--- src/rtl/fpu_arbiter_if.sv ---
// fpu_arbiter_if: bundles the requester handshake, response handshake and
// FPU control/data signals shared between fpu_arbiter and its environment.
// master: the arbiter side. slave: requesters plus the attached FPU.
interface fpu_arbiter_if #(
    parameter int PRECISION = 32,
    parameter int NUM_REQ   = 2
);
    // Requester side
    logic [NUM_REQ-1:0]           Req_Valid;
    logic [NUM_REQ-1:0]           Req_Ready;
    logic [NUM_REQ*PRECISION-1:0] Req_A;
    logic [NUM_REQ*PRECISION-1:0] Req_B;
    logic [NUM_REQ*2-1:0]         Req_Op;

    // Response side
    logic [NUM_REQ-1:0]           Rsp_Valid;
    logic [NUM_REQ-1:0]           Rsp_Ready;
    logic [PRECISION-1:0]         Rsp_Result;
    logic                         Rsp_Error;

    // FPU side
    logic [PRECISION-1:0]         Fpu_A;
    logic [PRECISION-1:0]         Fpu_B;
    logic [1:0]                   Fpu_Op;
    logic                         Fpu_Start;
    logic [PRECISION-1:0]         Fpu_Result;
    logic                         Fpu_Done;

    modport master (
        input  Req_Valid, Req_A, Req_B, Req_Op, Rsp_Ready, Fpu_Result, Fpu_Done,
        output Req_Ready, Rsp_Valid, Rsp_Result, Rsp_Error,
               Fpu_A, Fpu_B, Fpu_Op, Fpu_Start
    );

    modport slave (
        output Req_Valid, Req_A, Req_B, Req_Op, Rsp_Ready, Fpu_Result, Fpu_Done,
        input  Req_Ready, Rsp_Valid, Rsp_Result, Rsp_Error,
               Fpu_A, Fpu_B, Fpu_Op, Fpu_Start
    );
endinterface

--- src/rtl/fpu_arbiter.sv ---
// fpu_arbiter: round-robin arbiter and sequencer sharing one FPU between
// NUM_REQ requesters. Flow per transaction: IDLE (grant + capture) ->
// LAUNCH (Fpu_Start held START_CYCLES) -> WAIT (for Fpu_Done) -> RESPOND.
// Optional WAIT watchdog compiled in with macro FPU_ARB_TIMEOUT_EN; without
// it Rsp_Error is tied low and WAIT lasts until Fpu_Done.
module fpu_arbiter #(
    parameter int PRECISION      = 32,
    parameter int NUM_REQ        = 2,
    parameter int START_CYCLES   = 2,
    parameter int TIMEOUT_CYCLES = 4095
) (
    input  logic           Clk,
    input  logic           Reset,
    fpu_arbiter_if.master  bus
);
    localparam int IDX_W   = (NUM_REQ > 1) ? $clog2(NUM_REQ) : 1;
    localparam int START_W = $clog2(START_CYCLES + 1);

    typedef enum logic [1:0] {IDLE, LAUNCH, WAIT, RESPOND} state_t;

    state_t               state_reg, state_next;
    logic [IDX_W-1:0]     owner_reg, owner_next;
    logic [IDX_W-1:0]     last_reg, last_next;
    logic [START_W-1:0]   start_cnt_reg, start_cnt_next;
    logic [PRECISION-1:0] fpu_a_reg, fpu_a_next;
    logic [PRECISION-1:0] fpu_b_reg, fpu_b_next;
    logic [1:0]           fpu_op_reg, fpu_op_next;
    logic [PRECISION-1:0] result_reg, result_next;

`ifdef FPU_ARB_TIMEOUT_EN
    localparam int WAIT_W = $clog2(TIMEOUT_CYCLES + 1);
    // Quiet NaN with every exponent and mantissa bit set, sign clear.
    localparam logic [PRECISION-1:0] NAN_VALUE = {1'b0, {(PRECISION-1){1'b1}}};
    logic [WAIT_W-1:0]    wait_cnt_reg, wait_cnt_next;
    logic                 error_reg, error_next;
`endif

    // Rotated view of the request vector starting at last+1, so the lowest
    // rotated position that is valid is the round-robin winner.
    logic [IDX_W-1:0]     rot_idx   [NUM_REQ];
    logic [NUM_REQ-1:0]   rot_valid;
    logic [PRECISION-1:0] req_a_slice [NUM_REQ];
    logic [PRECISION-1:0] req_b_slice [NUM_REQ];
    logic [1:0]           req_op_slice [NUM_REQ];
    logic [IDX_W-1:0]     grant_idx;
    logic                 grant_found;
    logic [NUM_REQ-1:0]   req_ready;
    logic [NUM_REQ-1:0]   rsp_valid;

    genvar gi;
    generate
        for (gi = 0; gi < NUM_REQ; gi++) begin : g_rot
            assign rot_idx[gi]   = IDX_W'((32'(last_reg) + gi + 1) % NUM_REQ);
            assign rot_valid[gi] = bus.Req_Valid[rot_idx[gi]];
        end
        for (gi = 0; gi < NUM_REQ; gi++) begin : g_slice
            assign req_a_slice[gi]  = bus.Req_A[gi*PRECISION +: PRECISION];
            assign req_b_slice[gi]  = bus.Req_B[gi*PRECISION +: PRECISION];
            assign req_op_slice[gi] = bus.Req_Op[gi*2 +: 2];
        end
    endgenerate

    // Priority pick over the rotated vector: scan downward so the lowest
    // valid rotated position is the one that sticks.
    always_comb begin
        grant_idx   = '0;
        grant_found = |rot_valid;
        for (int k = NUM_REQ - 1; k >= 0; k--) begin
            if (rot_valid[k]) begin
                grant_idx = rot_idx[k];
            end
        end
    end

    // Handshake decode: ready only for the winner while IDLE, response valid
    // only for the owner while RESPOND.
    always_comb begin
        req_ready = '0;
        rsp_valid = '0;
        if (state_reg == IDLE && grant_found) begin
            req_ready[grant_idx] = 1'b1;
        end
        if (state_reg == RESPOND) begin
            rsp_valid[owner_reg] = 1'b1;
        end
    end

    // Next-state and datapath-update logic for the sequencing FSM.
    always_comb begin
        state_next     = state_reg;
        owner_next     = owner_reg;
        last_next      = last_reg;
        start_cnt_next = start_cnt_reg;
        fpu_a_next     = fpu_a_reg;
        fpu_b_next     = fpu_b_reg;
        fpu_op_next    = fpu_op_reg;
        result_next    = result_reg;
`ifdef FPU_ARB_TIMEOUT_EN
        wait_cnt_next  = wait_cnt_reg;
        error_next     = error_reg;
`endif
        case (state_reg)
            IDLE: begin
                if (grant_found) begin
                    fpu_a_next     = req_a_slice[grant_idx];
                    fpu_b_next     = req_b_slice[grant_idx];
                    fpu_op_next    = req_op_slice[grant_idx];
                    owner_next     = grant_idx;
                    start_cnt_next = '0;
                    state_next     = LAUNCH;
                end
            end
            LAUNCH: begin
                // Fpu_Done is deliberately ignored here: the FPU is held in
                // reset and its Done may still reflect the previous operation.
                if (start_cnt_reg == START_W'(START_CYCLES - 1)) begin
                    state_next    = WAIT;
`ifdef FPU_ARB_TIMEOUT_EN
                    wait_cnt_next = '0;
`endif
                end else begin
                    start_cnt_next = start_cnt_reg + 1'b1;
                end
            end
            WAIT: begin
                if (bus.Fpu_Done) begin
                    result_next = bus.Fpu_Result;
                    state_next  = RESPOND;
`ifdef FPU_ARB_TIMEOUT_EN
                    error_next  = 1'b0;
                end else if (wait_cnt_reg == WAIT_W'(TIMEOUT_CYCLES - 1)) begin
                    result_next = NAN_VALUE;
                    error_next  = 1'b1;
                    state_next  = RESPOND;
                end else begin
                    wait_cnt_next = wait_cnt_reg + 1'b1;
`endif
                end
            end
            RESPOND: begin
                if (bus.Rsp_Ready[owner_reg]) begin
                    last_next  = owner_reg;
                    state_next = IDLE;
`ifdef FPU_ARB_TIMEOUT_EN
                    error_next = 1'b0;
`endif
                end
            end
            default: begin
                state_next = IDLE;
            end
        endcase
    end

    // State and datapath registers; reset aborts any transaction in flight.
    always_ff @(posedge Clk or negedge Reset) begin
        if (!Reset) begin
            state_reg     <= IDLE;
            owner_reg     <= '0;
            last_reg      <= IDX_W'(NUM_REQ - 1);
            start_cnt_reg <= '0;
            fpu_a_reg     <= '0;
            fpu_b_reg     <= '0;
            fpu_op_reg    <= '0;
            result_reg    <= '0;
        end else begin
            state_reg     <= state_next;
            owner_reg     <= owner_next;
            last_reg      <= last_next;
            start_cnt_reg <= start_cnt_next;
            fpu_a_reg     <= fpu_a_next;
            fpu_b_reg     <= fpu_b_next;
            fpu_op_reg    <= fpu_op_next;
            result_reg    <= result_next;
        end
    end

`ifdef FPU_ARB_TIMEOUT_EN
    // Watchdog counter and error flag registers.
    always_ff @(posedge Clk or negedge Reset) begin
        if (!Reset) begin
            wait_cnt_reg <= '0;
            error_reg    <= 1'b0;
        end else begin
            wait_cnt_reg <= wait_cnt_next;
            error_reg    <= error_next;
        end
    end
    assign bus.Rsp_Error = error_reg;
`else
    assign bus.Rsp_Error = 1'b0;
`endif

    assign bus.Req_Ready  = req_ready;
    assign bus.Rsp_Valid  = rsp_valid;
    assign bus.Rsp_Result = result_reg;
    assign bus.Fpu_A      = fpu_a_reg;
    assign bus.Fpu_B      = fpu_b_reg;
    assign bus.Fpu_Op     = fpu_op_reg;
    assign bus.Fpu_Start  = (state_reg == LAUNCH);

endmodule

--- src/flat_wrapper.sv ---
// flat-port wrapper written by rule: the top's interface ports become plain ports
module fpu_arbiter_flat 
#(
    parameter int PRECISION      = 32,
    parameter int NUM_REQ        = 2,
    parameter int START_CYCLES   = 2,
    parameter int TIMEOUT_CYCLES = 4095
)
  (Clk, Reset, bus_Req_Valid, bus_Req_A, bus_Req_B, bus_Req_Op, bus_Rsp_Ready, bus_Fpu_Result, bus_Fpu_Done, bus_Req_Ready, bus_Rsp_Valid, bus_Rsp_Result, bus_Rsp_Error, bus_Fpu_A, bus_Fpu_B, bus_Fpu_Op, bus_Fpu_Start);
  fpu_arbiter_if #(.PRECISION(PRECISION), .NUM_REQ(NUM_REQ)) bus_i ();
  input  logic Clk;
  input  logic Reset;
  input wire logic [$bits(bus_i.Req_Valid)-1:0] bus_Req_Valid;
  input wire logic [$bits(bus_i.Req_A)-1:0] bus_Req_A;
  input wire logic [$bits(bus_i.Req_B)-1:0] bus_Req_B;
  input wire logic [$bits(bus_i.Req_Op)-1:0] bus_Req_Op;
  input wire logic [$bits(bus_i.Rsp_Ready)-1:0] bus_Rsp_Ready;
  input wire logic [$bits(bus_i.Fpu_Result)-1:0] bus_Fpu_Result;
  input wire logic [$bits(bus_i.Fpu_Done)-1:0] bus_Fpu_Done;
  output wire logic [$bits(bus_i.Req_Ready)-1:0] bus_Req_Ready;
  output wire logic [$bits(bus_i.Rsp_Valid)-1:0] bus_Rsp_Valid;
  output wire logic [$bits(bus_i.Rsp_Result)-1:0] bus_Rsp_Result;
  output wire logic [$bits(bus_i.Rsp_Error)-1:0] bus_Rsp_Error;
  output wire logic [$bits(bus_i.Fpu_A)-1:0] bus_Fpu_A;
  output wire logic [$bits(bus_i.Fpu_B)-1:0] bus_Fpu_B;
  output wire logic [$bits(bus_i.Fpu_Op)-1:0] bus_Fpu_Op;
  output wire logic [$bits(bus_i.Fpu_Start)-1:0] bus_Fpu_Start;
  assign bus_i.Req_Valid = bus_Req_Valid;
  assign bus_i.Req_A = bus_Req_A;
  assign bus_i.Req_B = bus_Req_B;
  assign bus_i.Req_Op = bus_Req_Op;
  assign bus_i.Rsp_Ready = bus_Rsp_Ready;
  assign bus_i.Fpu_Result = bus_Fpu_Result;
  assign bus_i.Fpu_Done = bus_Fpu_Done;
  assign bus_Req_Ready = bus_i.Req_Ready;
  assign bus_Rsp_Valid = bus_i.Rsp_Valid;
  assign bus_Rsp_Result = bus_i.Rsp_Result;
  assign bus_Rsp_Error = bus_i.Rsp_Error;
  assign bus_Fpu_A = bus_i.Fpu_A;
  assign bus_Fpu_B = bus_i.Fpu_B;
  assign bus_Fpu_Op = bus_i.Fpu_Op;
  assign bus_Fpu_Start = bus_i.Fpu_Start;
  fpu_arbiter #(.PRECISION(PRECISION), .NUM_REQ(NUM_REQ), .START_CYCLES(START_CYCLES), .TIMEOUT_CYCLES(TIMEOUT_CYCLES)) u_core (.Clk(Clk), .Reset(Reset), .bus(bus_i));
endmodule
--- config.mk ---
export PLATFORM = sky130hd
export DESIGN_NAME = fpu_arbiter_flat
export DESIGN_NICKNAME = d
export VERILOG_FILES = /design/src/rtl/fpu_arbiter_if.sv /design/src/rtl/fpu_arbiter.sv /design/src/flat_wrapper.sv
export SDC_FILE = /design/constraint.sdc
export NUM_CORES = 1
export LEC_CHECK = 0
export CAP_MARGIN = 20
export CORE_ASPECT_RATIO = 1.4
export CORE_MARGIN = 4
export CORE_UTILIZATION = 37
export DETAILED_ROUTE_END_ITERATION = 7
export PLACE_DENSITY_LB_ADDON = 0.15
export REMOVE_ABC_BUFFERS = 1
export SYNTH_ARGS = -nofsm -noshare
export SYNTH_HDL_FRONTEND = slang
export SYNTH_SLANG_ARGS = --single-unit
--- constraint.sdc ---
create_clock -name Clk -period 2.26 [get_ports Clk]
set_input_delay 0.339 -clock Clk [delete_from_list [all_inputs] [get_ports Clk]]
set_output_delay 0.339 -clock Clk [all_outputs]
set_load 0.02 [all_outputs]
=== Word level (Yosys, flattened, before mapping) ===
Cells that the tools add are included.

* Word-level logic and storage cells: 70
* Register bits after elaboration: 104
* Output and inout bits: 104

* Add/sub/neg operators: 3
* Magnitude comparators: 7
* Muxes and demuxes: 31
* Reduce and logical (&&, ||, !) cells: 11
* Bitwise operators: 1
* Equal/unequal tests: 9

{| class="wikitable"
|+ Operators by type and width
! operator !! number
|-
| two-way mux 32 bit || 6
|-
| two-way mux 2 bit || 11
|-
| two-way mux 1 bit || 10
|-
| less-than comparator 1 x 2 -> 1 bit, second input constant || 4
|-
| case mux 2 bit (4 select lines) || 1
|-
| inequality test 2 bit, second input constant || 3
|-
| AND reduction 2 bit || 3
|-
| == test 2 x 1 -> 1 bit, second input constant || 2
|-
| == test 2 bit, second input constant || 2
|-
| inequality test 2 x 1 -> 1 bit, second input constant || 2
|-
| case mux 2 bit (2 select lines) || 1
|-
| AND reduction 4 bit || 1
|-
| logical AND 1 bit || 3
|-
| AND reduction 3 bit || 1
|-
| adder 1 bit, second input constant || 2
|-
| adder 2 x 1 -> 2 bit, second input constant || 1
|-
| demux 1 bit (select 1 bit) || 2
|-
| >= comparator 1 bit, second input constant || 2
|-
| >= comparator 2 bit, second input constant || 1
|-
| logical NOT 2 bit || 1
|-
| NOT 1 -> 2 bit || 1
|-
| nonzero test 2 bit || 1
|-
| OR reduction 2 bit || 1
|}

=== Longest topological paths before layout ===
Gate-level depths: netlist (run 1).

* Depth after elaboration: 11
* Depth in mapped cells: 8
* Mapped depth without buffers: 6

=== Worst setup path after synthesis (run 1) ===
OpenSTA, ideal clock, no wires.

* Path kind: reg2reg
* Start: register u_core.state_reg[1]
* End: register u_core.state_reg[1]
* Slack: 0.665 ns
* Buffers on the path: 0
* Library setup time: 0.125 ns
* Arrival time: 1.470 ns
* Cell stages (with the launch flop): 7
* Period minus slack after synthesis: 1.595 ns
* Cell sequence: dfrtp_1 > inv_1 > ha_1 > inv_1 > o22ai_1 > nor3b_1 > mux2_2

* Longest elaborated chain between the ends: 3
* Elaborated cells on any way between the ends: 10

{| class="wikitable"
|+ RTL lines
! item !! line !! source
|-
| start, declared || fpu_arbiter.sv:21 || <nowiki>state_t state_reg, state_next;</nowiki>
|-
| start signal, assigned || fpu_arbiter.sv:167 || <nowiki>state_reg <= state_next;</nowiki>
|-
| == test 2 x 1 -> 1 bit (*) || n/a ||
|-
| via bus_Fpu_Start || flat_wrapper.sv:27 || <nowiki>output wire logic [$bits(bus_i.Fpu_Start)-1:0] bus_Fpu_Start;</nowiki>
|-
| inequality test 2 x 1 -> 1 bit (no line) || n/a ||
|-
| AND reduction 4 bit (no line) || n/a ||
|}

The timed path passes the listed nets; every way through them passes the cells marked *.
A chain may end at the register's enable or synchronous reset.

=== Worst setup path after layout (run 1) ===
* Start: register u_core.state_reg[0]
* End: output port bus_Req_Ready[0]

* Longest elaborated chain between the ends: 3

{| class="wikitable"
|+ RTL lines
! item !! line !! source
|-
| logical NOT 2 bit || fpu_arbiter.sv:80 || <nowiki>if (state_reg == IDLE && grant_found) begin</nowiki>
|-
| logical AND 1 bit || fpu_arbiter.sv:80 ||
|-
| two-way mux 2 bit || fpu_arbiter.sv:80 ||
|-
| end, declared || flat_wrapper.sv:20 || <nowiki>output wire logic [$bits(bus_i.Req_Ready)-1:0] bus_Req_Ready;</nowiki>
|}

No other way between the ends.

==> report_table.html, run 1 <==
<table>
<tr><th>Metric</th><th>Value</th></tr>
<tr><th colspan="2">STA</th></tr>
<tr><td>Clock Skew</td><td>roughly 0.0095 ns</td></tr>
<tr><td>Pin slew with the least headroom to its limit</td><td>0.508 ns</td></tr>
<tr><td>Slew margin rel.</td><td>0.661</td></tr>
<tr><td>Final Cycle Share</td><td>0.939</td></tr>
<tr><td>Unrepaired setup endpoints after global routing</td><td>false</td></tr>
<tr><td>Max-slew violations</td><td>0</td></tr>
<tr><td>Max Fclk</td><td>about 470 MHz</td></tr>
<tr><td>Crit path time final</td><td>about 2.1 ns</td></tr>
<tr><td>Final number of setup-violating endpoints</td><td>0</td></tr>
<tr><td>Minimum hold slack</td><td>between 0.3 and 0.4 ns</td></tr>
<tr><td>Count of endpoints failing hold in the final timing report</td><td>0</td></tr>
<tr><td>Final setup TNS</td><td>0 ns</td></tr>
<tr><th colspan="2">Clocking</th></tr>
<tr><td>CTS Buffer Depth</td><td>2</td></tr>
<tr><td>Sink count of the clock tree</td><td>about 100</td></tr>
<tr><td>Clock buffer count from CTS</td><td>9</td></tr>
<tr><td>Depth of the CTS H-tree</td><td>3</td></tr>
<tr><td>Insertion delay to the later sink of the worst-skew pair</td><td>0.34 ns</td></tr>
<tr><td>Number of buffers inserted by post-CTS setup repair</td><td>0</td></tr>
<tr><td>Root buffer cell</td><td>clkbuf_16</td></tr>
<tr><td>Clock edge transition at the registers on the reported setup and hold paths</td><td>around 0.07 ns</td></tr>
<tr><td>CTS tree</td><td>yes</td></tr>
<tr><th colspan="2">Floorplanning</th></tr>
<tr><td>Initial core utilization</td><td>0.379</td></tr>
<tr><td>Area of the die</td><td>between 10000 and 15000 µm²</td></tr>
<tr><td># IOs</td><td>around 280</td></tr>
<tr><td>Die Span X</td><td>99.1 µm</td></tr>
<tr><td>Area of the core</td><td>11300 µm²</td></tr>
<tr><td>Die Span Y</td><td>~140 µm</td></tr>
<tr><td>Standard-cell row count</td><td>46</td></tr>
<tr><th colspan="2">Critical path</th></tr>
<tr><td>Critical path capture point type</td><td>output pin</td></tr>
<tr><td>CP max-delay cell</td><td>dfrtp_1</td></tr>
<tr><td>Required time of the critical path</td><td>roughly 1.9 ns</td></tr>
<tr><td>Crit path DAT</td><td>roughly 1.8 ns</td></tr>
<tr><td>Delay of the slowest critical-path stage</td><td>0.41 ns</td></tr>
<tr><td>Reg-to-reg slack, setup</td><td>~0.50 ns</td></tr>
<tr><td>Category of the worst setup path launch point</td><td>flop</td></tr>
<tr><td>Maximum fanout along the worst path</td><td>23</td></tr>
<tr><td>Ordered cell list for the critical path</td><td>inv_1 -&gt; ha_2 -&gt; nand2_1 -&gt; a21oi_4 -&gt; buf_6 -&gt; buf_12</td></tr>
<tr><td>Critical path class</td><td>flop to output pin</td></tr>
<tr><th colspan="2">GRT</th></tr>
<tr><td>Largest net degree at the start of global routing</td><td>~100</td></tr>
<tr><td>First-pass GRT wire length</td><td>around 23000 µm</td></tr>
<tr><td>Total GRT Usage</td><td>0.221</td></tr>
<tr><td>Antenna violations before repair</td><td>0</td></tr>
<tr><td>Vias in the first global route</td><td>4143</td></tr>
<tr><td>Total congestion overflow</td><td>0</td></tr>
<tr><th colspan="2">Synthesis</th></tr>
<tr><td>Number of distinct standard cells referenced by the synthesized netlist</td><td>28</td></tr>
<tr><td>Warning count from the yosys run</td><td>0</td></tr>
<tr><td>Number of storage elements in the synthesis netlist</td><td>104</td></tr>
<tr><td>Fraction of the yosys area taken by sequential cells</td><td>0.606</td></tr>
<tr><td>Number of instances in the synthesized netlist</td><td>333</td></tr>
<tr><td>Cell area after technology mapping</td><td>4300 µm²</td></tr>
<tr><td>Avg Cell Area, Syn</td><td>about 13 µm²</td></tr>
<tr><th colspan="2">Power</th></tr>
<tr><td>Cell area power density</td><td>roughly 1400 nW/µm²</td></tr>
<tr><td>Standby leakage power</td><td>3.41 nW</td></tr>
<tr><td>Max rail drop VDD</td><td>between 800 and 900 µV</td></tr>
<tr><th colspan="2">Cells and area</th></tr>
<tr><td>Final core utilization</td><td>0.669</td></tr>
<tr><td>Post-route non-filler standard cell count</td><td>about 750</td></tr>
<tr><td>Fill cell total of the finished layout</td><td>878</td></tr>
<tr><td>Fin nets</td><td>about 800</td></tr>
<tr><td>Share of cells above drive strength 1</td><td>0.112</td></tr>
<tr><td>Multi-input gate area in the final layout</td><td>between 1000 and 1500 µm²</td></tr>
<tr><td>Area taken by flip-flops and latches</td><td>~2600 µm²</td></tr>
<tr><td>Area added between synthesis and finish</td><td>76.6%</td></tr>
<tr><td>Ant. Diodes</td><td>0</td></tr>
<tr><td>Final Instance Area</td><td>roughly 7600 µm²</td></tr>
<tr><th colspan="2">Routing</th></tr>
<tr><td>Final wirelength</td><td>between 15000 and 20000 µm</td></tr>
<tr><td>Routed wirelength normalized by instance count</td><td>20.6 µm</td></tr>
<tr><td>Detail-routed via count per cell</td><td>between 5 and 6</td></tr>
<tr><td>Post-detailed-route count of antenna-violating nets</td><td>0</td></tr>
<tr><td>Total via count after detailed routing</td><td>just under 4000</td></tr>
<tr><td>Remaining DRCs</td><td>0</td></tr>
<tr><td>Number of DRC markers in iteration 0</td><td>~320</td></tr>
<tr><td>First-pass DRT Iterations</td><td>6</td></tr>
<tr><th colspan="2">Status</th></tr>
<tr><td>Result of the run</td><td>complete, no violations</td></tr>
<tr><th colspan="2">Placement</th></tr>
<tr><td>Placement-stage cell area</td><td>7250 µm²</td></tr>
<tr><td>Port Buffer Count</td><td>273</td></tr>
<tr><td>Weighted congestion at the end of routability-driven global placement</td><td>between 0.8 and 0.9</td></tr>
<tr><td>HPWL after detailed placement</td><td>about 12000 µm</td></tr>
<tr><td>Placed cell count</td><td>~740</td></tr>
<tr><th colspan="2">Flow run</th></tr>
<tr><td>Max Cap Violations</td><td>0</td></tr>
<tr><th colspan="2">Hold path</th></tr>
<tr><td>Class of the tightest hold or removal check</td><td>primary input to asynchronous set/reset pin</td></tr>
</table>
==> cells in the mapped netlist <==
cell         n  area (µm²)
a21o_1       1        7.51
a21oi_1      4        20.0
a21oi_2      2        17.5
a222oi_1    66         661
and2_1       1        6.26
buf_2       13        65.1
buf_4        5        37.5
buf_6        3        33.8
clkbuf_1     4        15.0
conb_1       1        3.75
dfrtp_1    103        2580
dfstp_2      1        26.3
ha_1         5        62.6
inv_1       72         270
mux2_2      33         372
mux2i_1      1        10.0
nand2_1      5        18.8
nor2_1       1        3.75
nor2b_1      1        6.26
nor3_1       2        10.0
nor3b_1      1        7.51
nor3b_2      1        12.5
o21ai_0      1        5.00
o21ai_2      1        8.76
o21bai_1     1        7.51
o22ai_1      1        6.26
o2bb2ai_1    2        17.5
o32a_1       1        10.0
==> cells by family after synthesis <==
logic type,after synthesis,synth area share
multiplexers,34,0.0888
flip-flops,104,0.606
adder cells (fa/ha/maj),5,0.0146
other,1,0.000872
buffers and inverters,97,0.0981
AO/OA/AOI/OAI,80,0.177
AND/OR/NAND/NOR,12,0.0151
==> path summary, 6_finish.rpt <==
kind	from	endpoint	cells past startpoint
setup / recovery	u_core.state_reg[0]	bus_Req_Ready[0]	6
hold / removal	Reset	u_core.bus.Fpu_B[3]	2
setup reg to reg	u_core.state_reg[0]	u_core.bus.Fpu_A[22]	7
hold reg to reg	u_core.bus.Rsp_Result[24]	u_core.bus.Rsp_Result[24]	1
max in group asynchronous	Reset	u_core.bus.Rsp_Result[13]	3
min in group Clk	u_core.bus.Rsp_Result[24]	u_core.bus.Rsp_Result[24]	1
==> power breakdown <==
group | switching, mW | total, mW | internal, mW
logic | 2.75 | 5.60 | 2.85
registers | 0.521 | 3.31 | 2.79
clock network | 0.679 | 1.71 | 1.03
total | 3.95 | 10.6 | 6.67
==> per-layer routing <==
layer	track usage	routed length, µm	vias to the layer above
li1	-	-	1777
met1	0.249	5510	1927
met2	0.374	7790	229
met3	0.0752	1620	33
met4	0.107	569	0
met5	0	0	-
==> through the flow <==
step / setup WS (ns) / power (mW)
6_report: 0.138 / 10.6
5_1_grt: 0.00874 / 11.2
4_1_cts: 0.0178 / 10.7
3_5_place_dp: 0.222 / 8.97
3_3_place_gp: 0.225 / 8.81
2_1_floorplan: -0.473 / 6.07
==> final cells by class <==
cell class                      instances  share of cell area
Inverter                               72              0.0356
Timing Repair Buffer                  285               0.383
Sequential cell                       104               0.343
Clock buffer                           11              0.0333
Multi-Input combinational cell        132               0.171
Tap cell                              144              0.0237
Clock inverter                          4              0.0101
==> critical path: cells and delay by family, from the launching register on <==
kind | cells | cell delay, ns
adders and majority gates | 1 | 0.26
and+or+nand+nor | 1 | 0.11
buffers and inverters | 3 | 0.47
DFF | 1 | 0.41
AOI/OAI and AO/OA | 1 | 0.17
==> repair_timing <==
item	4_1_cts	5_1_grt
gates cloned	0	0
endpoints found under the hold margin	7	0
hold buffers	1	0
gates resized for setup	1	1
setup endpoints to repair	1	2
==> cells in the final DEF (no fill, tap or decap), drive strengths merged, types with 2 or more instances in the layout <==
master	count
dfrtp	103
ha	5
nor3b	2
inv	73
bufinv	2
o21ai	2
nand2	5
mux2	33
a222oi	66
o2bb2ai	2
clkbuf	11
nor3	2
clkdlybuf4s50	270
a21oi	6
buf	14
No activity file was read; power rests on OpenSTA's default activity.
==> run 2, diff against run 1 <==
- CORE_UTILIZATION: 37 -> 40
- DONT_BUFFER_PORTS: unset -> 1
==> report_table.html, run 2 (synthesis results as in run 1) <==
<table>
<tr><th>Metric</th><th>Value</th></tr>
<tr><th colspan="2">STA</th></tr>
<tr><td>Crit path time final</td><td>approximately 2.1 ns</td></tr>
<tr><td>Pin slew with the least headroom to its limit</td><td>about 0.9 ns</td></tr>
<tr><td>Clock Skew</td><td>between 0.008 and 0.009 ns</td></tr>
<tr><td>Count of endpoints failing hold in the final timing report</td><td>about 100</td></tr>
<tr><td>Final Cycle Share</td><td>0.912</td></tr>
<tr><td>Final setup TNS</td><td>0 ns</td></tr>
<tr><td>Max Fclk</td><td>slightly below 500 MHz</td></tr>
<tr><td>Slew margin rel.</td><td>0.385</td></tr>
<tr><td>Minimum hold slack</td><td>-0.304 ns</td></tr>
<tr><td>Unrepaired setup endpoints after global routing</td><td>false</td></tr>
<tr><td>Worst Slack Setup Final</td><td>0.200 ns</td></tr>
<tr><td>Max-slew violations</td><td>0</td></tr>
<tr><td>Final number of setup-violating endpoints</td><td>0</td></tr>
<tr><th colspan="2">Routing</th></tr>
<tr><td>Number of DRC markers in iteration 0</td><td>approximately 360</td></tr>
<tr><td>Final wirelength</td><td>about 11000 µm</td></tr>
<tr><td>Routed wirelength normalized by instance count</td><td>around 23 µm</td></tr>
<tr><td>Total via count after detailed routing</td><td>2850</td></tr>
<tr><td>Post-detailed-route count of antenna-violating nets</td><td>0</td></tr>
<tr><td>First-pass DRT Iterations</td><td>8</td></tr>
<tr><td>Remaining DRCs</td><td>16</td></tr>
<tr><td>Detail-routed via count per cell</td><td>6.09</td></tr>
<tr><th colspan="2">GRT</th></tr>
<tr><td>Antenna violations before repair</td><td>0</td></tr>
<tr><td>Total GRT Usage</td><td>0.156</td></tr>
<tr><td>Total congestion overflow</td><td>0</td></tr>
<tr><td>Vias in the first global route</td><td>around 2800</td></tr>
<tr><td>First-pass GRT wire length</td><td>around 15000 µm</td></tr>
<tr><td>Largest net degree at the start of global routing</td><td>between 100 and 150</td></tr>
<tr><th colspan="2">Cells and area</th></tr>
<tr><td>Post-route non-filler standard cell count</td><td>468</td></tr>
<tr><td>Area taken by flip-flops and latches</td><td>2600 µm²</td></tr>
<tr><td>Most common cell after layout, fill and taps aside</td><td>dfrtp_1</td></tr>
<tr><td>Fin nets</td><td>502</td></tr>
<tr><td>Ant. Diodes</td><td>0</td></tr>
<tr><td>Leading cell types in the layout, fill and taps excluded</td><td>103 x dfrtp_1, 72 x inv_1, 66 x a222oi_1</td></tr>
<tr><td>Share of cells above drive strength 1</td><td>0.179</td></tr>
<tr><td>Final Instance Area</td><td>between 4000 and 5000 µm²</td></tr>
<tr><td>Multi-input gate area in the final layout</td><td>1300 µm²</td></tr>
<tr><td>Area added between synthesis and finish</td><td>10.3%</td></tr>
<tr><td>Fill cell total of the finished layout</td><td>958</td></tr>
<tr><th colspan="2">Critical path</th></tr>
<tr><td>Critical path class</td><td>flop to output pin</td></tr>
<tr><td>Worst reg2reg endpoint</td><td>u_core.bus.Fpu_A[4]</td></tr>
<tr><td>Crit path DAT</td><td>approximately 1.7 ns</td></tr>
<tr><td>FF-to-FF path depth</td><td>6</td></tr>
<tr><td>Endpoint of the worst setup timing path</td><td>bus_Req_Ready[1]</td></tr>
<tr><td>Required time of the critical path</td><td>1.92 ns</td></tr>
<tr><td>Crit path launch</td><td>u_core.state_reg[0]</td></tr>
<tr><td>Maximum fanout along the worst path</td><td>60</td></tr>
<tr><td>Reg-to-reg slack, setup</td><td>0.34 ns</td></tr>
<tr><td>Ordered cell list for the critical path</td><td>inv_1 -&gt; ha_1 -&gt; nand2_1 -&gt; a21oi_4 -&gt; buf_12</td></tr>
<tr><td>CP max-delay cell</td><td>dfrtp_1</td></tr>
<tr><td>Critical path capture point type</td><td>output pin</td></tr>
<tr><td>Delay of the slowest critical-path stage</td><td>roughly 0.42 ns</td></tr>
<tr><td>Reg2reg start</td><td>u_core.state_reg[0]</td></tr>
<tr><td>Category of the worst setup path launch point</td><td>flop</td></tr>
<tr><th colspan="2">Clocking</th></tr>
<tr><td>Sink count of the clock tree</td><td>approximately 100</td></tr>
<tr><td>Insertion delay to the later sink of the worst-skew pair</td><td>around 0.33 ns</td></tr>
<tr><td>Clock buffer count from CTS</td><td>9</td></tr>
<tr><td>Depth of the CTS H-tree</td><td>3</td></tr>
<tr><td>Root buffer cell</td><td>clkbuf_16</td></tr>
<tr><td>CTS Buffer Depth</td><td>2</td></tr>
<tr><td>Clock edge transition at the registers on the reported setup and hold paths</td><td>0.07 ns</td></tr>
<tr><td>CTS tree</td><td>yes</td></tr>
<tr><th colspan="2">Floorplanning</th></tr>
<tr><td># IOs</td><td>275</td></tr>
<tr><td>Standard-cell row count</td><td>44</td></tr>
<tr><td>Die Span X</td><td>95.6 µm</td></tr>
<tr><td>Initial core utilization</td><td>0.411</td></tr>
<tr><td>Area of the die</td><td>12500 µm²</td></tr>
<tr><td>Die Span Y</td><td>~130 µm</td></tr>
<tr><td>Area of the core</td><td>between 10000 and 15000 µm²</td></tr>
<tr><th colspan="2">Power</th></tr>
<tr><td>Standby leakage power</td><td>2.30 nW</td></tr>
<tr><td>Clk network pwr share</td><td>0.185</td></tr>
<tr><td>Portion of total power attributed to sequential cells</td><td>0.552</td></tr>
<tr><td>Power spent charging and discharging nets</td><td>approximately 3.5 mW</td></tr>
<tr><td>Internal power</td><td>between 4 and 5 mW</td></tr>
<tr><td>Switching part of the total</td><td>0.423</td></tr>
<tr><td>Combinational power share</td><td>0.262</td></tr>
<tr><td>Cell area power density</td><td>between 1500 and 2000 nW/µm²</td></tr>
<tr><td>Max rail drop VDD</td><td>~670 µV</td></tr>
<tr><th colspan="2">Flow run</th></tr>
<tr><td>Max Cap Violations</td><td>0</td></tr>
<tr><th colspan="2">Hold path</th></tr>
<tr><td>Class of the tightest hold or removal check</td><td>primary input to asynchronous set/reset pin</td></tr>
<tr><th colspan="2">Placement</th></tr>
<tr><td>Placement-stage cell area</td><td>between 4000 and 5000 µm²</td></tr>
<tr><td>Placed cell count</td><td>roughly 450</td></tr>
<tr><td>Pre-CTS setup slack</td><td>0.354 ns</td></tr>
<tr><td>Port Buffer Count</td><td>0</td></tr>
<tr><td>Weighted congestion at the end of routability-driven global placement</td><td>roughly 0.74</td></tr>
<tr><td>HPWL after detailed placement</td><td>approximately 8000 µm</td></tr>
<tr><th colspan="2">Status</th></tr>
<tr><td>Result of the run</td><td>finished, violations left</td></tr>
<tr><td>Violated checks</td><td>DRC, hold timing</td></tr>
</table>
run 2: cell types whose count changed in the layout (fill, tap and decap cells not counted), sizes merged:
| cell | delta |
|---|---|
| inv | -1 |
| clkdlybuf4s50 | -270 |
| buf | -7 |
| bufinv | -1 |
| dlygate4sd3 | -1 |
| clkinv | +2 |
run 2: worst min path at each step:
stage | to | slack, ns | cells after the start
5_1_grt | u_core.bus.Rsp_Result[18] | -0.33 | 0
2_1_floorplan | u_core.bus.Fpu_A[0] | 0.04 | 0
3_5_place_dp | u_core.bus.Rsp_Result[29] | 0.05 | 0
3_3_place_gp | u_core.bus.Rsp_Result[29] | 0.05 | 0
6_report | u_core.bus.Rsp_Result[18] | -0.30 | 0
4_1_cts | u_core.bus.Rsp_Result[29] | -0.32 | 0
run 2: per-layer routing:
metal  share of wire  track usage  vias up
li1                -            -     1222
met1            0.35        0.183     1420
met2            0.52        0.256      196
met3            0.12       0.0676       12
met4           0.013       0.0511        0
met5               0            0        -
run 2: what timing repair did:
item	4_1_cts	5_1_grt
endpoints found under the hold margin	104	104
endpoints found under the setup margin	0	1
buffers inserted	0	1
resized for setup	0	0
run 2: worst max-delay path: cells and delay by family, from the launching register on:
kind | cells | cell delay [ns]
buffers and inverters | 2 | 0.38
and+or+nand+nor | 1 | 0.13
AOI/OAI and AO/OA | 1 | 0.16
DFF | 1 | 0.42
adders and majority gates | 1 | 0.29
run 2: metrics by stage:
stage,power (mW),utilization
6_report,8.27,0.453
5_1_grt,8.79,0.453
4_1_cts,8.38,0.453
3_5_place_dp,6.81,0.424
3_3_place_gp,6.70,0.424
2_1_floorplan,6.07,-
run 2: area by class of cell:
class,count,area share
clock buffers,11,0.0512
clock inverters,4,0.0116
inverters,72,0.0570
multi-input cells,132,0.273
flip-flops and latches,104,0.549
well taps,138,0.0364
repair buffers,7,0.0216
run 2: power by group through the flow:
stage / registers [mW] / logic, mW / clock network [mW]
after floorplan: 4.33 / 1.74 / 0
after global routing: 4.68 / 2.45 / 1.66
after CTS: 4.59 / 2.20 / 1.60
after detailed placement: 4.61 / 2.20 / 0
after global placement: 4.62 / 2.08 / 0
final: 4.57 / 2.17 / 1.53
==> run 3, diff against run 2 <==
- PLACE_DENSITY: unset -> 0.51
- PLACE_DENSITY_LB_ADDON: 0.15 -> unset
==> report_table.html, run 3 (synthesis results as in run 1) <==
<table>
<tr><th>Metric</th><th>Value</th></tr>
<tr><th colspan="2">Status</th></tr>
<tr><td>Result of the run</td><td>finished, violations left</td></tr>
<tr><td>Violated checks</td><td>DRC, hold timing</td></tr>
<tr><th colspan="2">GRT</th></tr>
<tr><td>Largest net degree at the start of global routing</td><td>between 100 and 150</td></tr>
<tr><td>Antenna violations before repair</td><td>0</td></tr>
<tr><td>Total congestion overflow</td><td>0</td></tr>
<tr><td>Total GRT Usage</td><td>0.162</td></tr>
<tr><td>Vias in the first global route</td><td>about 3000</td></tr>
<tr><td>First-pass GRT wire length</td><td>around 15000 µm</td></tr>
<tr><th colspan="2">Placement</th></tr>
<tr><td>Placement-stage cell area</td><td>approximately 4400 µm²</td></tr>
<tr><td>Weighted congestion at the end of routability-driven global placement</td><td>roughly 0.73</td></tr>
<tr><td>Port Buffer Count</td><td>0</td></tr>
<tr><td>HPWL after detailed placement</td><td>approximately 8000 µm</td></tr>
<tr><td>Pre-CTS setup slack</td><td>around 0.4 ns</td></tr>
<tr><th colspan="2">Clocking</th></tr>
<tr><td>CTS tree</td><td>yes</td></tr>
<tr><td>Clock buffer count from CTS</td><td>9</td></tr>
<tr><td>Clock edge transition at the registers on the reported setup and hold paths</td><td>0.07 ns</td></tr>
<tr><td>Sink count of the clock tree</td><td>between 100 and 150</td></tr>
<tr><td>Depth of the CTS H-tree</td><td>3</td></tr>
<tr><td>CTS Buffer Depth</td><td>2</td></tr>
<tr><td>Insertion delay to the later sink of the worst-skew pair</td><td>around 0.33 ns</td></tr>
<tr><td>Root buffer cell</td><td>clkbuf_16</td></tr>
<tr><th colspan="2">Floorplanning</th></tr>
<tr><td>Die Span Y</td><td>around 130 µm</td></tr>
<tr><td>Area of the core</td><td>10500 µm²</td></tr>
<tr><td>Die Span X</td><td>95.6 µm</td></tr>
<tr><td># IOs</td><td>~280</td></tr>
<tr><td>Standard-cell row count</td><td>44</td></tr>
<tr><td>Initial core utilization</td><td>0.411</td></tr>
<tr><td>Area of the die</td><td>around 12000 µm²</td></tr>
<tr><th colspan="2">STA</th></tr>
<tr><td>Max Fclk</td><td>between 400 and 500 MHz</td></tr>
<tr><td>Final Cycle Share</td><td>0.923</td></tr>
<tr><td>Pin slew with the least headroom to its limit</td><td>between 0.7 and 0.8 ns</td></tr>
<tr><td>Crit path time final</td><td>roughly 2.1 ns</td></tr>
<tr><td>Worst Slack Setup Final</td><td>0.174 ns</td></tr>
<tr><td>Clock Skew</td><td>0.00607 ns</td></tr>
<tr><td>Minimum hold slack</td><td>-0.307 ns</td></tr>
<tr><td>Count of endpoints failing hold in the final timing report</td><td>between 100 and 150</td></tr>
<tr><td>Slew margin rel.</td><td>0.529</td></tr>
<tr><td>Final number of setup-violating endpoints</td><td>0</td></tr>
<tr><td>Max-slew violations</td><td>0</td></tr>
<tr><td>Unrepaired setup endpoints after global routing</td><td>false</td></tr>
<tr><th colspan="2">Critical path</th></tr>
<tr><td>CP Buf/Inv Count</td><td>2</td></tr>
<tr><td>Ordered cell list for the critical path</td><td>inv_1 -&gt; ha_2 -&gt; nand2_1 -&gt; a21oi_4 -&gt; buf_12</td></tr>
<tr><td>Category of the worst setup path launch point</td><td>flop</td></tr>
<tr><td>Crit path DAT</td><td>1.75 ns</td></tr>
<tr><td>Required time of the critical path</td><td>around 1.9 ns</td></tr>
<tr><td>Reg2reg start</td><td>u_core.state_reg[1]</td></tr>
<tr><td>Delay of the slowest critical-path stage</td><td>roughly 0.41 ns</td></tr>
<tr><td>Gate family responsible for the most delay along the worst path</td><td>flip-flops</td></tr>
<tr><td>Endpoint of the worst setup timing path</td><td>bus_Req_Ready[1]</td></tr>
<tr><td>Critical path depth in cells</td><td>5</td></tr>
<tr><td>Critical path class</td><td>flop to output pin</td></tr>
<tr><td>Crit path launch</td><td>u_core.state_reg[0]</td></tr>
<tr><td>Critical path capture point type</td><td>output pin</td></tr>
<tr><td>FF-to-FF path depth</td><td>6</td></tr>
<tr><td>Reg-to-reg slack, setup</td><td>between 0.4 and 0.5 ns</td></tr>
<tr><td>Maximum fanout along the worst path</td><td>43</td></tr>
<tr><td>Worst reg2reg endpoint</td><td>u_core.state_reg[1]</td></tr>
<tr><td>CP max-delay cell</td><td>dfrtp_1</td></tr>
<tr><th colspan="2">Cells and area</th></tr>
<tr><td>Fill cell total of the finished layout</td><td>979</td></tr>
<tr><td>Ant. Diodes</td><td>0</td></tr>
<tr><td>Final Instance Area</td><td>~4700 µm²</td></tr>
<tr><td>Leading cell types in the layout, fill and taps excluded</td><td>103 x dfrtp_1, 72 x inv_1, 66 x a222oi_1</td></tr>
<tr><td>Most common cell after layout, fill and taps aside</td><td>dfrtp_1</td></tr>
<tr><td>Fin nets</td><td>500</td></tr>
<tr><td>Share of cells above drive strength 1</td><td>0.173</td></tr>
<tr><td>Area added between synthesis and finish</td><td>9.60%</td></tr>
<tr><th colspan="2">Power</th></tr>
<tr><td>Cell area power density</td><td>1750 nW/µm²</td></tr>
<tr><td>Internal power</td><td>~4.7 mW</td></tr>
<tr><td>Power spent charging and discharging nets</td><td>3.48 mW</td></tr>
<tr><td>Standby leakage power</td><td>approximately 2.3 nW</td></tr>
<tr><td>Clk network pwr share</td><td>0.182</td></tr>
<tr><td>Combinational power share</td><td>0.262</td></tr>
<tr><td>Switching part of the total</td><td>0.423</td></tr>
<tr><td>Max rail drop VDD</td><td>a little under 700 µV</td></tr>
<tr><td>Portion of total power attributed to sequential cells</td><td>0.556</td></tr>
<tr><th colspan="2">Hold path</th></tr>
<tr><td>Class of the tightest hold or removal check</td><td>primary input to asynchronous set/reset pin</td></tr>
<tr><th colspan="2">Routing</th></tr>
<tr><td>Routed wirelength normalized by instance count</td><td>about 23 µm</td></tr>
<tr><td>Total via count after detailed routing</td><td>about 2900</td></tr>
<tr><td>Detail-routed via count per cell</td><td>6.14</td></tr>
<tr><td>Number of DRC markers in iteration 0</td><td>roughly 380</td></tr>
<tr><td>First-pass DRT Iterations</td><td>8</td></tr>
<tr><td>Post-detailed-route count of antenna-violating nets</td><td>0</td></tr>
<tr><td>Final wirelength</td><td>10800 µm</td></tr>
<tr><td>Remaining DRCs</td><td>2</td></tr>
<tr><th colspan="2">Flow run</th></tr>
<tr><td>Max Cap Violations</td><td>0</td></tr>
</table>
## run 3: cell types whose count changed in the layout (fill, tap and decap cells not counted)
cell      before  now
ha_2           0    1
clkbuf_1       1    3
clkbuf_8       1    0
ha_1           5    4
buf_12         4    3
buf_4          3    2
## run 3: worst min path at each step
stage / slack (ns) / to / cells after the start / startpoint
finish: -0.31 / u_core.bus.Rsp_Result[16] / 0 / Reset
global placement: 0.05 / u_core.bus.Rsp_Result[16] / 0 / Reset
detailed placement: 0.05 / u_core.bus.Rsp_Result[4] / 0 / Reset
global route: -0.33 / u_core.bus.Rsp_Result[25] / 0 / Reset
floorplan: 0.04 / u_core.bus.Fpu_A[0] / 0 / Reset
CTS: -0.32 / u_core.bus.Rsp_Result[16] / 0 / Reset
## run 3: power by group through the flow
| stage | Sequential [mW] | Combinational, mW | Clock [mW] |
|---|---|---|---|
| after floorplan | 4.33 | 1.74 | 0 |
| after global placement | 4.62 | 2.08 | 0 |
| after detailed placement | 4.61 | 2.19 | 0 |
| after CTS | 4.59 | 2.19 | 1.56 |
| after global routing | 4.68 | 2.45 | 1.65 |
| final | 4.57 | 2.16 | 1.50 |
## run 3: per-layer routing
metal	track usage	wire, µm	vias up
met5	0	0	-
met4	0.0553	129	0
met3	0.0647	1170	10
met2	0.275	5690	178
met1	0.183	3780	1459
li1	-	-	1219
## run 3: layout make-up
class                           instances  area [µm²]  share of cell area
Tap cell                              138         173              0.0366
Sequential cell                       104        2600               0.553
Clock inverter                          4        55.1              0.0117
Clock buffer                           12         236              0.0502
Inverter                               72         270              0.0574
Multi-Input combinational cell        132        1300               0.276
Timing Repair Buffer                    5        75.1              0.0159
## run 3: stage by stage
step	instances	TNS [ns]	total power [mW]	util	hold WS (ns)
floorplan	308	-31.97	6.07	-	0.0434
global placement	451	0	6.70	0.422	0.0462
detailed placement	451	0	6.80	0.422	0.0460
CTS	467	0	8.34	0.450	-0.319
global route	467	0	8.78	0.450	-0.330
finish	467	0	8.23	0.450	-0.307
## run 3: worst reg2reg max path: stages (launching register included)
cell and delay, ns:
dfrtp_1 0.39, inv_1 0.08, ha_1 0.30, inv_1 0.16, o22ai_1 0.08, nor3b_1 0.31, mux2_2 0.38
## run 3: what timing repair did
| item | in CTS | in global routing |
|---|---|---|
| setup buffers | 0 | 0 |
| setup endpoints to repair | 0 | 2 |
| hold endpoints to repair | 104 | 104 |
| gates resized for setup | 0 | 1 |
